### src/rtl/lock_pkg.sv
// lock_pkg: constants and state encodings shared by the button front-end and the lock FSM
package lock_pkg;

    localparam int DEBOUNCE_CYCLES_DEF = 500000;

    typedef enum logic [2:0] {
        LOCK_IDLE,
        LOCK_GOT1,
        LOCK_GOT2,
        LOCK_GOT3,
        LOCK_OPEN
    } lock_state_t;

endpackage

### src/rtl/button_conditioner_debounce_cell.sv
// debounce_cell: polarity fix, 2-flop synchroniser, debounce counter and press detect for one button
module debounce_cell
    import lock_pkg::*;
#(
    parameter int DEBOUNCE_CYCLES = DEBOUNCE_CYCLES_DEF,
    parameter int CNT_WIDTH       = $clog2(DEBOUNCE_CYCLES),
    parameter bit BTN_ACTIVE_LOW  = 1'b1
) (
    input  logic clk,
    input  logic reset_in,
    input  logic raw,
    output logic stable,
    output logic rise
);

    localparam logic [CNT_WIDTH-1:0] CNT_MAX = CNT_WIDTH'(DEBOUNCE_CYCLES - 1);

    logic                 pressed;
    logic                 s1;
    logic                 s2;
    logic [CNT_WIDTH-1:0] cnt;

    assign pressed = BTN_ACTIVE_LOW ? ~raw : raw;

    // bring the asynchronous pin into the clock domain
    always_ff @(posedge clk) begin
        if (!reset_in) begin
            s1 <= 1'b0;
            s2 <= 1'b0;
        end else begin
            s1 <= pressed;
            s2 <= s1;
        end
    end

    // accept a new level only after it has held for DEBOUNCE_CYCLES consecutive edges
    always_ff @(posedge clk) begin
        if (!reset_in) begin
            stable <= 1'b0;
            cnt    <= '0;
        end else if (s2 == stable) begin
            cnt <= '0;
        end else if (cnt == CNT_MAX) begin
            stable <= s2;
            cnt    <= '0;
        end else begin
            cnt <= cnt + CNT_WIDTH'(1);
        end
    end

    assign rise = s2 & ~stable & (cnt == CNT_MAX);

endmodule

### src/rtl/button_conditioner.sv
// button_conditioner: debounces two raw buttons and emits mutually exclusive single-cycle press pulses
module button_conditioner
    import lock_pkg::*;
#(
    parameter int DEBOUNCE_CYCLES = DEBOUNCE_CYCLES_DEF,
    parameter int CNT_WIDTH       = $clog2(DEBOUNCE_CYCLES),
    parameter bit BTN_ACTIVE_LOW  = 1'b1
) (
    input  logic clk,
    input  logic reset_in,
    input  logic b0_raw,
    input  logic b1_raw,
    output logic b0_out,
    output logic b1_out,
    output logic b0_level,
    output logic b1_level
);

    logic rise0;
    logic rise1;
    logic b1_pend;

    debounce_cell #(
        .DEBOUNCE_CYCLES(DEBOUNCE_CYCLES),
        .CNT_WIDTH      (CNT_WIDTH),
        .BTN_ACTIVE_LOW (BTN_ACTIVE_LOW)
    ) u_cell0 (
        .clk     (clk),
        .reset_in(reset_in),
        .raw     (b0_raw),
        .stable  (b0_level),
        .rise    (rise0)
    );

    debounce_cell #(
        .DEBOUNCE_CYCLES(DEBOUNCE_CYCLES),
        .CNT_WIDTH      (CNT_WIDTH),
        .BTN_ACTIVE_LOW (BTN_ACTIVE_LOW)
    ) u_cell1 (
        .clk     (clk),
        .reset_in(reset_in),
        .raw     (b1_raw),
        .stable  (b1_level),
        .rise    (rise1)
    );

    // b0 wins a collision; the losing b1 press is held one cycle and issued next
    always_ff @(posedge clk) begin
        if (!reset_in) begin
            b0_out  <= 1'b0;
            b1_out  <= 1'b0;
            b1_pend <= 1'b0;
        end else begin
            b0_out  <= rise0;
            b1_out  <= ~rise0 & (b1_pend | rise1);
            b1_pend <= rise0 & (b1_pend | rise1);
        end
    end

endmodule

### config.mk
export PLATFORM = sky130hd
export DESIGN_NAME = button_conditioner
export DESIGN_NICKNAME = d
export VERILOG_FILES = /design/src/rtl/lock_pkg.sv /design/src/rtl/button_conditioner_debounce_cell.sv /design/src/rtl/button_conditioner.sv
export SDC_FILE = /design/constraint.sdc
export NUM_CORES = 1
export LEC_CHECK = 0
export CORE_ASPECT_RATIO = 1.2
export CORE_MARGIN = 4
export CORE_UTILIZATION = 60
export DETAILED_ROUTE_END_ITERATION = 16
export DONT_BUFFER_PORTS = 1
export PLACE_DENSITY_LB_ADDON = 0.08
export SLEW_MARGIN = 15
export SYNTH_ARGS = -nofsm -noshare
export SYNTH_HDL_FRONTEND = slang
export SYNTH_SLANG_ARGS = --single-unit
### constraint.sdc
create_clock -name clk -period 2.1 [get_ports clk]
set_input_delay 0.63 -clock clk [delete_from_list [all_inputs] [get_ports clk]]
set_output_delay 0.63 -clock clk [all_outputs]
set_load 0.02 [all_outputs]
==> summary.txt, run 1 <==
Critical path
  • Reg2reg path depth: 4
  • Startpoint Class: flip-flop
  • Worst Path Class, Setup: flip-flop to flip-flop
  • CP Capture Type: flip-flop
  • Worst EP arrival: 1.99 ns
  • WP data required: 2.33 ns
  • Critical path peak fanout: 7

Synthesis
  • Mapped cell area: 2120 sq um
  • Synth area leader: dfxtp_1
  • Synth top area cells: dfxtp_1 (44%), nor2_1 (6.9%), xnor2_1 (5.8%)
  • Post-synth EDFFs: 0
  • Yosys top cell area share: 0.444
  • Top_reg_cell synth: dfxtp_1
  • Synth Instances: 237
  • Yosys warns: 0
  • Unique cell type count in the Yosys netlist: 37
  • Seq cells post-synth: 47
  • Syn_area_per_cell: 8.94 sq um
  • Fraction of registers with async set/reset: 0
  • Synth top cells by count: dfxtp_1 (47), nor2_1 (39), nand4_1 (16)
  • Syn_nets: 245
  • Post-synthesis sequential area ratio: 0.444
  • Count leader, synth: dfxtp_1

Power and ir drop
  • Switching part of the total: 0.205
  • Static leakage: 0.712 nW
  • Gate power share: 0.012
  • Share of power burned in registers: 0.615
  • Pint: 1.16 mW
  • Final Power: 1.46 mW
  • NetSw: 0.299 mW
  • Clock power share: 0.373
  • Power Dens Cells: 644 nW/um^2
  • Peak supply drop: 0.000582 V

Global route
  • Vias in the first global route: 1650
  • GRT Residual Overflow: 0
  • First-pass GRT wire length: 7110 um
  • Largest net degree at the start of global routing: 20
  • Initial antenna violation count: 0
  • GRT Total Usage: 0.192

Worst hold path
  • Hold crit path type: input pin to flip-flop
  • Worst hold path cell count: 1

Cells and area
  • Area Growth Syn to Fin: 6.91%
  • Cell area after layout: 2260 sq um
  • Final Non-Filler Cells: 280
  • Antenna cell count: 0
  • Fraction of layout cells with a size suffix above 1: 0.0741
  • Nets: 251

Floorplanning
  • Initial core utilization: 0.629
  • Die Y-Extent: 73.1 um
  • # rows: 23
  • IO Pins: 8
  • Die width: 62.2 um
  • Core box area: 3370 sq um
  • Total die area: 4550 sq um

STA
  • Clock Skew: 0.00635 ns
  • Final Hold Fails: 0
  • Fmax: 568 MHz
  • Slew headroom: 0.606
  • Max-slew violations: 0
  • Unrepaired setup endpoints after global routing: false
  • Tcrit/Tclk final: 0.838
  • Setup violators final: 0
  • Least-Margin Pin Slew: 0.586 ns
  • WHS: 0.388 ns
  • Fin crit period: 1.76 ns
  • Post-Route Setup TNS: 0 ns

Outcome
  • Status: finished clean

Drt
  • DR pass1 iterations: 4
  • Total vias in the final route: 1688
  • Drt initial violations: 172
  • DRT antenna net count: 0
  • Avg WL per Cell: 14.4 um
  • Post-Route WL: 4030 um
  • Vias per std cell: 6.03
  • # DRC: 0

Run
  • Max-cap viol count: 0

Clock tree
  • Cts repair resizes: 0
  • Postcts setup bufs: 0
  • Clock Sinks: 47
  • Clk root buf: clkbuf_8
  • H-tree depth: 2
  • Worst-path clk slew: 0.08 ns
  • CTS Buffer Depth: 2
  • Clock buffer count from CTS: 5
  • CTS tree: yes
  • Clk_lat worst skew: 0.30 ns
  • # hold bufs at CTS: 0

Placement
  • HPWL after detailed placement: 2860 um
  • Final GP Congestion: 0.836
  • Dpl cells: 273
  • Area after DPL: 2180 sq um
  • Port Buffers: 0
worst paths after layout:
check	startpoint	endpoint	slack, ns
worst max-delay path	u_cell0.cnt[8]	u_cell0.cnt[18]	0.34
worst min-delay path	b1_raw	u_cell1.s1	0.39
worst max register to register	u_cell0.cnt[8]	u_cell0.cnt[18]	0.34
worst min register to register	u_cell1.s1	u_cell1.s2	0.44
power groups by stage:
stage                     sequential [mW]  clock, mW  combinational [mW]
after CTS                           0.897      0.560              0.0175
after global routing                0.899      0.609              0.0199
after global placement              0.918          0              0.0167
after detailed placement            0.919          0              0.0175
after floorplan                     0.918          0              0.0125
final                               0.897      0.544              0.0174
critical path, cell delays in order (launching register included):
cell	delay, ns
dfxtp_1	0.49
nand4_4	0.16
or3_4	0.42
or4b_1	0.48
a21oi_1	0.15
sequential cells by signal (all words and copies together) (netlist names):
register and flops:
b1_out 1, u_cell1.stable 1, u_cell0.cnt 19, u_cell1.s1 1, u_cell1.s2 1, b1_pend 1, u_cell0.s1 1, u_cell0.s2 1
u_cell0.stable 1, b0_out 1, u_cell1.cnt 19
logic make-up after synthesis:
family	share of synthesized area
buf+inv	0.0295
fa+ha+maj	0.0236
simple gates	0.320
flops	0.444
xor+xnor	0.116
compound gates	0.0673
per-stage QoR:
step / setup WS, ns / util
6_report: 0.340 / 0.673
5_1_grt: 0.174 / 0.673
4_1_cts: 0.369 / 0.673
3_5_place_dp: 0.366 / 0.647
3_3_place_gp: 0.427 / 0.647
2_1_floorplan: 0.285 / -
layout by cell type, fill, tap and decap left out, types with 4 or more instances in the layout:
| cell type | synthesis | layout |
|---|---|---|
| nand4_1 | 16 | 16 |
| nand2_1 | 11 | 11 |
| nor2_1 | 39 | 39 |
| ha_1 | 4 | 4 |
| xnor2_1 | 14 | 14 |
| nand3_1 | 14 | 14 |
| xor2_1 | 14 | 14 |
| and2_1 | 5 | 5 |
| nor4_1 | 9 | 9 |
| and4_1 | 4 | 4 |
| a21oi_1 | 4 | 4 |
| nor3_1 | 5 | 5 |
| buf_4 | 0 | 5 |
| inv_1 | 9 | 9 |
| dfxtp_1 | 47 | 47 |
| and3_1 | 5 | 5 |
| clkbuf_8 | 0 | 6 |
layout make-up:
type	count	area, sq um
clock inverters	1	5.00
flip-flops and latches	47	941
repair buffers	5	37.5
multi-input cells	174	1110
clock buffers	6	82.6
fillers	280	1100
well taps	37	46.3
inverters	10	37.5
routing by layer:
metal	wire length [um]	GRT usage	vias to the layer above
met5	0	0	-
met4	85	0.101	0
met3	128	0.0462	9
met2	2120	0.346	37
met1	1700	0.209	786
li1	-	-	856
Note: power is estimated with default switching activity, not from simulation.
==> run 2: changes to the inputs <==
==> constraint.sdc (replaced) <==
create_clock -name clk -period 1.7 [get_ports clk]
set_input_delay 0.51 -clock clk [delete_from_list [all_inputs] [get_ports clk]]
set_output_delay 0.51 -clock clk [all_outputs]
set_load 0.02 [all_outputs]
==> run 2 against run 1 <==
  * Global-route usage grew 1.9 points
  * Wire length grew 10%
  * Hold slack got worse by 0.13 ns
  * First-iteration DRC count down 27%
  * Clock-buffer cell count rose by 1
  * Sequential cell count stayed put
  * Cell count increased by 8.6%
  * Core utilization up 6.3 points
  * Critical path type unchanged
  * Critical endpoint unchanged
  * Largest power group unchanged
  * Highest routed layer unchanged
==> summary.txt, run 2 (synthesis results as in run 1) <==
STA
  • Fmax: 622 MHz (+9.5%)
  • Post-Route Setup TNS: 0 ns (unchanged)
  • Max-slew violations: 0 (unchanged)
  • Clock Skew: 0.00952 ns (+0.00317 ns)
  • Final Hold Fails: 0 (unchanged)
  • Fin crit period: 1.61 ns (-0.153 ns)
  • Final WS setup: 0.0932 ns (-0.247 ns)
  • Setup violators final: 0 (unchanged)
  • Unrepaired setup endpoints after global routing: false
  • Least-Margin Pin Slew: 0.389 ns (-0.197 ns)
  • Tcrit/Tclk final: 0.945 (+0.107)
  • Slew headroom: 0.738 (+0.132)

Power and ir drop
  • Clock power share: 0.395 (+0.022)
  • Pint: 1.49 mW (+28%)
  • Static leakage: 0.837 nW (+18%)
  • Peak supply drop: 0.000733 V (+26%)
  • Gate power share: 0.015 (+0.003)
  • Share of power burned in registers: 0.590 (-0.025)
  • Power Dens Cells: 758 nW/um^2 (+18%)
  • Switching part of the total: 0.208 (+0.00293)
  • NetSw: 0.391 mW (+31%)
  • Final Power: 1.88 mW (+29%)

Clock tree
  • Clock buffer count from CTS: 5 (unchanged)
  • CTS tree: yes
  • Clock Sinks: 47 (unchanged)
  • Worst-path clk slew: 0.09 ns (about the same)
  • Clk_lat worst skew: 0.30 ns (about the same)
  • H-tree depth: 2 (unchanged)
  • CTS Buffer Depth: 2 (unchanged)
  • Clk root buf: clkbuf_8

Drt
  • # DRC: 0 (unchanged)
  • Vias per std cell: 5.93 (-1.7%)
  • Avg WL per Cell: 14.6 um (+1.4%)
  • DRT antenna net count: 0 (unchanged)
  • DR pass1 iterations: 4 (unchanged)
  • Total vias in the final route: 1802 (+6.8%)
  • Drt initial violations: 126 (-27%)
  • Post-Route WL: 4440 um (+10%)

Cells and area
  • Cell area after layout: 2480 sq um (+9.4%)
  • Fraction of layout cells with a size suffix above 1: 0.191 (+0.117)
  • Area Growth Syn to Fin: 17.0%
  • Antenna cell count: 0 (unchanged)
  • Largest regs: u_cell0.cnt (19), u_cell1.cnt (19)
  • Leading cell type in the layout, fill and taps excluded: dfxtp_1
  • Nets: 274 (+9.2%)
  • Commonest non-fill, non-tap cells in the layout: dfxtp_1 (42), nor2_1 (38), buf_4 (27)

Critical path
  • Startpoint Class: flip-flop
  • CP top delay family: simple AND/OR/NAND/NOR gates
  • Slowest stage delay, CP: 0.47 ns (-0.02 ns)
  • CP cell instances: nand4_4, or3_4, or4b_1, a21oi_1
  • WP data required: 1.94 ns (-0.39 ns)
  • Worst Path Class, Setup: flip-flop to flip-flop
  • Critical path's slowest cell: or4b_1
  • CP Capture Type: flip-flop
  • Worst EP arrival: 1.84 ns (-0.15 ns)
  • WP buf/inv: 0 (unchanged)
  • Critical path peak fanout: 6 (-1)

Floorplanning
  • Die Y-Extent: 73.1 um (unchanged)
  • Total die area: 4550 sq um (unchanged)
  • Die width: 62.2 um (unchanged)
  • # rows: 23 (unchanged)
  • IO Pins: 8 (unchanged)
  • Initial core utilization: 0.629 (unchanged)
  • Core box area: 3370 sq um (unchanged)

Global route
  • GRT Total Usage: 0.211 (+0.0186)
  • Largest net degree at the start of global routing: 15 (-25%)
  • GRT Residual Overflow: 0 (unchanged)
  • Vias in the first global route: 1734 (+5.1%)
  • Initial antenna violation count: 0 (unchanged)
  • First-pass GRT wire length: 7730 um (+8.7%)

Placement
  • Port Buffers: 0 (unchanged)
  • Final GP Congestion: 0.907 (+8.6%)
  • Area after DPL: 2330 sq um (+6.9%)
  • Post-place setup slack: 0.0459 ns (-0.320 ns)
  • HPWL after detailed placement: 3310 um (+16%)

Worst hold path
  • Hold crit path type: input pin to flip-flop

Run
  • Max-cap viol count: 0 (unchanged)

Outcome
  • Status: finished clean
## run 2: cell type report
class | count | area (sq um)
fillers | 260 | 890
clock buffers | 7 | 96.3
well taps | 37 | 46.3
repair buffers | 28 | 214
multi-input cells | 174 | 1130
inverters | 10 | 37.5
flip-flops and latches | 47 | 947
clock inverters | 1 | 7.51
## run 2: final timing paths
check | startpoint | endpoint | slack, ns | depth (start not counted)
worst min register to register | u_cell1.s1 | u_cell1.s2 | 0.44 | 1
worst max-delay path | u_cell0.cnt[8] | u_cell0.cnt[18] | 0.09 | 4
worst max register to register | u_cell0.cnt[8] | u_cell0.cnt[18] | 0.09 | 4
worst min-delay path | b1_raw | u_cell1.s1 | 0.26 | 1
## run 2: per-stage QoR
| step | hold slack, ns | cells | utilization |
|---|---|---|---|
| 2_1_floorplan | 0.412 | 237 | - |
| 3_3_place_gp | 0.416 | 293 | 0.691 |
| 3_5_place_dp | 0.423 | 293 | 0.691 |
| 4_1_cts | 0.250 | 301 | 0.722 |
| 5_1_grt | 0.240 | 304 | 0.736 |
| 6_report | 0.260 | 304 | 0.736 |
## run 2: repair_timing
action | CTS | global route
hold buffers | 0 | 0
setup buffers | 0 | 2
setup endpoints to repair | 0 | 20
hold endpoints to repair | 0 | 0
gates resized for setup | 0 | 13
## run 2: power groups by stage
stage	registers (mW)	clock network [mW]	logic, mW
5_1_grt	1.11	0.813	0.0305
6_report	1.11	0.743	0.0272
4_1_cts	1.11	0.753	0.0257
3_3_place_gp	1.13	0	0.0241
3_5_place_dp	1.13	0	0.0256
2_1_floorplan	1.13	0	0.0164
## run 2: per-layer routing
| layer | share of wire | wire [um] | track usage |
|---|---|---|---|
| met3 | 0.026 | 114 | 0.0555 |
| met2 | 0.53 | 2360 | 0.377 |
| met4 | 0.026 | 117 | 0.0964 |
| met5 | 0 | 0 | 0 |
| met1 | 0.42 | 1850 | 0.233 |
==> run 3: changes to the inputs <==
--- a/config.mk
+++ b/config.mk
@@ -7,7 +7,7 @@
 export LEC_CHECK = 0
 export CORE_ASPECT_RATIO = 1.2
 export CORE_MARGIN = 4
-export CORE_UTILIZATION = 60
+export CORE_UTILIZATION = 40
 export DETAILED_ROUTE_END_ITERATION = 16
 export DONT_BUFFER_PORTS = 1
 export PLACE_DENSITY_LB_ADDON = 0.08
==> run 3 against run 2 <==
  * Non-clock buffer count shrank 4
  * Global-route usage fell by 6.4 points
  * Sequential share of layout area decreased by 0.23 points
  * Core utilization decreased by 24 points
  * Register-to-register slack barely moved
  * Wire length down 5.0%
  * Clock power is 3.0% lower
  * Sequential cell count did not move
  * First-iteration DRC count fell by 45%
  * Setup slack improved by 0.015 ns
==> summary.txt, run 3 (synthesis results as in run 1) <==
Outcome
  • Status: finished clean

Cells and area
  • Area Growth Syn to Fin: 17.2%
  • Leading cell type in the layout, fill and taps excluded: dfxtp_1
  • Fraction of layout cells with a size suffix above 1: 0.171 (-0.0199)
  • Area of the multi-input gates: 1150 sq um (+1.6%)
  • Fillers: 523 (+100%)
  • Cell area after layout: 2480 sq um (+0.20%)
  • Antenna cell count: 0 (unchanged)
  • Commonest non-fill, non-tap cells in the layout: dfxtp_1 (45), nor2_1 (39), buf_4 (24)
  • Largest regs: u_cell0.cnt (19), u_cell1.cnt (19)
  • Register area: 943 sq um (-0.40%)
  • Nets: 270 (-1.5%)

Drt
  • Vias per std cell: 5.25 (-11%)
  • Avg WL per Cell: 13.1 um (-11%)
  • DR pass1 iterations: 3 (-1)
  • # DRC: 0 (unchanged)
  • Post-Route WL: 4220 um (-5.0%)
  • Drt initial violations: 69 (-45%)
  • DRT antenna net count: 0 (unchanged)
  • Total vias in the final route: 1695 (-5.9%)

STA
  • WHS: 0.274 ns (+0.0142 ns)
  • Setup violators final: 0 (unchanged)
  • Least-Margin Pin Slew: 0.331 ns (-0.0585 ns)
  • Post-Route Setup TNS: 0 ns (unchanged)
  • Final WS setup: 0.108 ns (+0.0148 ns)
  • Fmax: 628 MHz (+0.93%)
  • Fin crit period: 1.59 ns (-0.0148 ns)
  • Clock Skew: 0.00521 ns (-0.00431 ns)
  • Max-slew violations: 0 (unchanged)
  • Tcrit/Tclk final: 0.936 (-0.00871)
  • Slew headroom: 0.777 (+0.0394)
  • Final Hold Fails: 0 (unchanged)
  • Unrepaired setup endpoints after global routing: false

Power and ir drop
  • Power Dens Cells: 747 nW/um^2 (-1.4%)
  • Final Power: 1.85 mW (-1.2%)
  • Pint: 1.49 mW (about the same)
  • Switching part of the total: 0.198 (-0.00972)
  • Gate power share: 0.014 (about the same)
  • Share of power burned in registers: 0.597 (+0.007)
  • NetSw: 0.368 mW (-5.8%)
  • Static leakage: 0.816 nW (-2.5%)
  • Clock power share: 0.389 (-0.006)
  • Peak supply drop: 0.000414 V (-44%)

Critical path
  • Startpoint Class: flip-flop
  • Worst Path Class, Setup: flip-flop to flip-flop
  • Critical path peak fanout: 6 (unchanged)
  • WP data required: 1.93 ns (about the same)
  • CP Capture Type: flip-flop
  • Worst EP arrival: 1.82 ns (-0.02 ns)

Global route
  • Largest net degree at the start of global routing: 14 (-1)
  • GRT Residual Overflow: 0 (unchanged)
  • GRT Total Usage: 0.147 (-0.0645)
  • First-pass GRT wire length: 7420 um (-4.0%)
  • Initial antenna violation count: 0 (unchanged)
  • Vias in the first global route: 1635 (-5.7%)

Clock tree
  • CTS Buffer Depth: 2 (unchanged)
  • Clk root buf: clkbuf_8
  • Clock buffer count from CTS: 5 (unchanged)
  • # hold bufs at CTS: 0 (unchanged)
  • Worst-path clk slew: 0.08 ns (about the same)
  • H-tree depth: 2 (unchanged)
  • CTS tree: yes
  • Clk_lat worst skew: 0.29 ns (about the same)
  • Clock Sinks: 47 (unchanged)

Worst hold path
  • Hold crit path type: input pin to flip-flop

Placement
  • HPWL after detailed placement: 3140 um (-5.1%)
  • Port Buffers: 0 (unchanged)
  • Post-place setup slack: 0.0386 ns (-0.00731 ns)
  • Final GP Congestion: 0.765 (-16%)
  • Area after DPL: 2340 sq um (+0.59%)

Run
  • Max-cap viol count: 0 (unchanged)

Floorplanning
  • Core box area: 5040 sq um (+50%)
  • Die Y-Extent: 87.7 um (+20%)
  • Initial core utilization: 0.420 (-0.209)
  • # rows: 28 (+22%)
  • Total die area: 6530 sq um (+44%)
  • IO Pins: 8 (unchanged)
  • Die width: 74.4 um (+20%)
run 3: power by group through the flow:
stage,clock network [mW],logic (mW),registers (mW)
floorplan,0,0.0164,1.13
global placement,0,0.0256,1.13
global route,0.809,0.0298,1.11
detailed placement,0,0.0261,1.13
CTS,0.752,0.0264,1.11
finish,0.721,0.0261,1.11
run 3: path summary, 6_finish.rpt:
path,from,end,slack [ns],cells after the start
worst max register to register,u_cell0.cnt[10],u_cell0.cnt[18],0.11,4
worst min register to register,u_cell0.s1,u_cell0.s2,0.44,1
worst min-delay path,b0_raw,u_cell0.s1,0.27,1
worst max-delay path,u_cell0.cnt[10],u_cell0.cnt[18],0.11,4
run 3: final cells by class:
type | count | share of cell area
sequential | 47 | 0.380
inverter | 10 | 0.0151
multi-input combinational | 174 | 0.462
clock buffer | 8 | 0.0403
timing repair buffer | 24 | 0.0726
tap | 60 | 0.0302
run 3: critical path, stage by stage, from the launching register on:
cell,delay (ns)
dfxtp_2,0.39
nand4_4,0.11
or3_4,0.41
or4b_1,0.47
a21oi_1,0.14
run 3: per-stage QoR:
| stage | instances | utilization |
|---|---|---|
| floorplan | 237 | - |
| global placement | 314 | 0.464 |
| detailed placement | 314 | 0.464 |
| CTS | 322 | 0.484 |
| global route | 323 | 0.492 |
| finish | 323 | 0.492 |
run 3: what timing repair did:
item	in CTS	in global routing
resized for setup	0	9
setup buffers	0	1
setup endpoints to repair	0	25
run 3: metal layers:
metal / vias to the layer above / track usage / wire length, um
met5: - / 0 / 0
met1: 785 / 0.168 / 1910
met4: 0 / 0.0583 / 65
met3: 5 / 0.0379 / 73
li1: 899 / - / -
met2: 6 / 0.256 / 2170
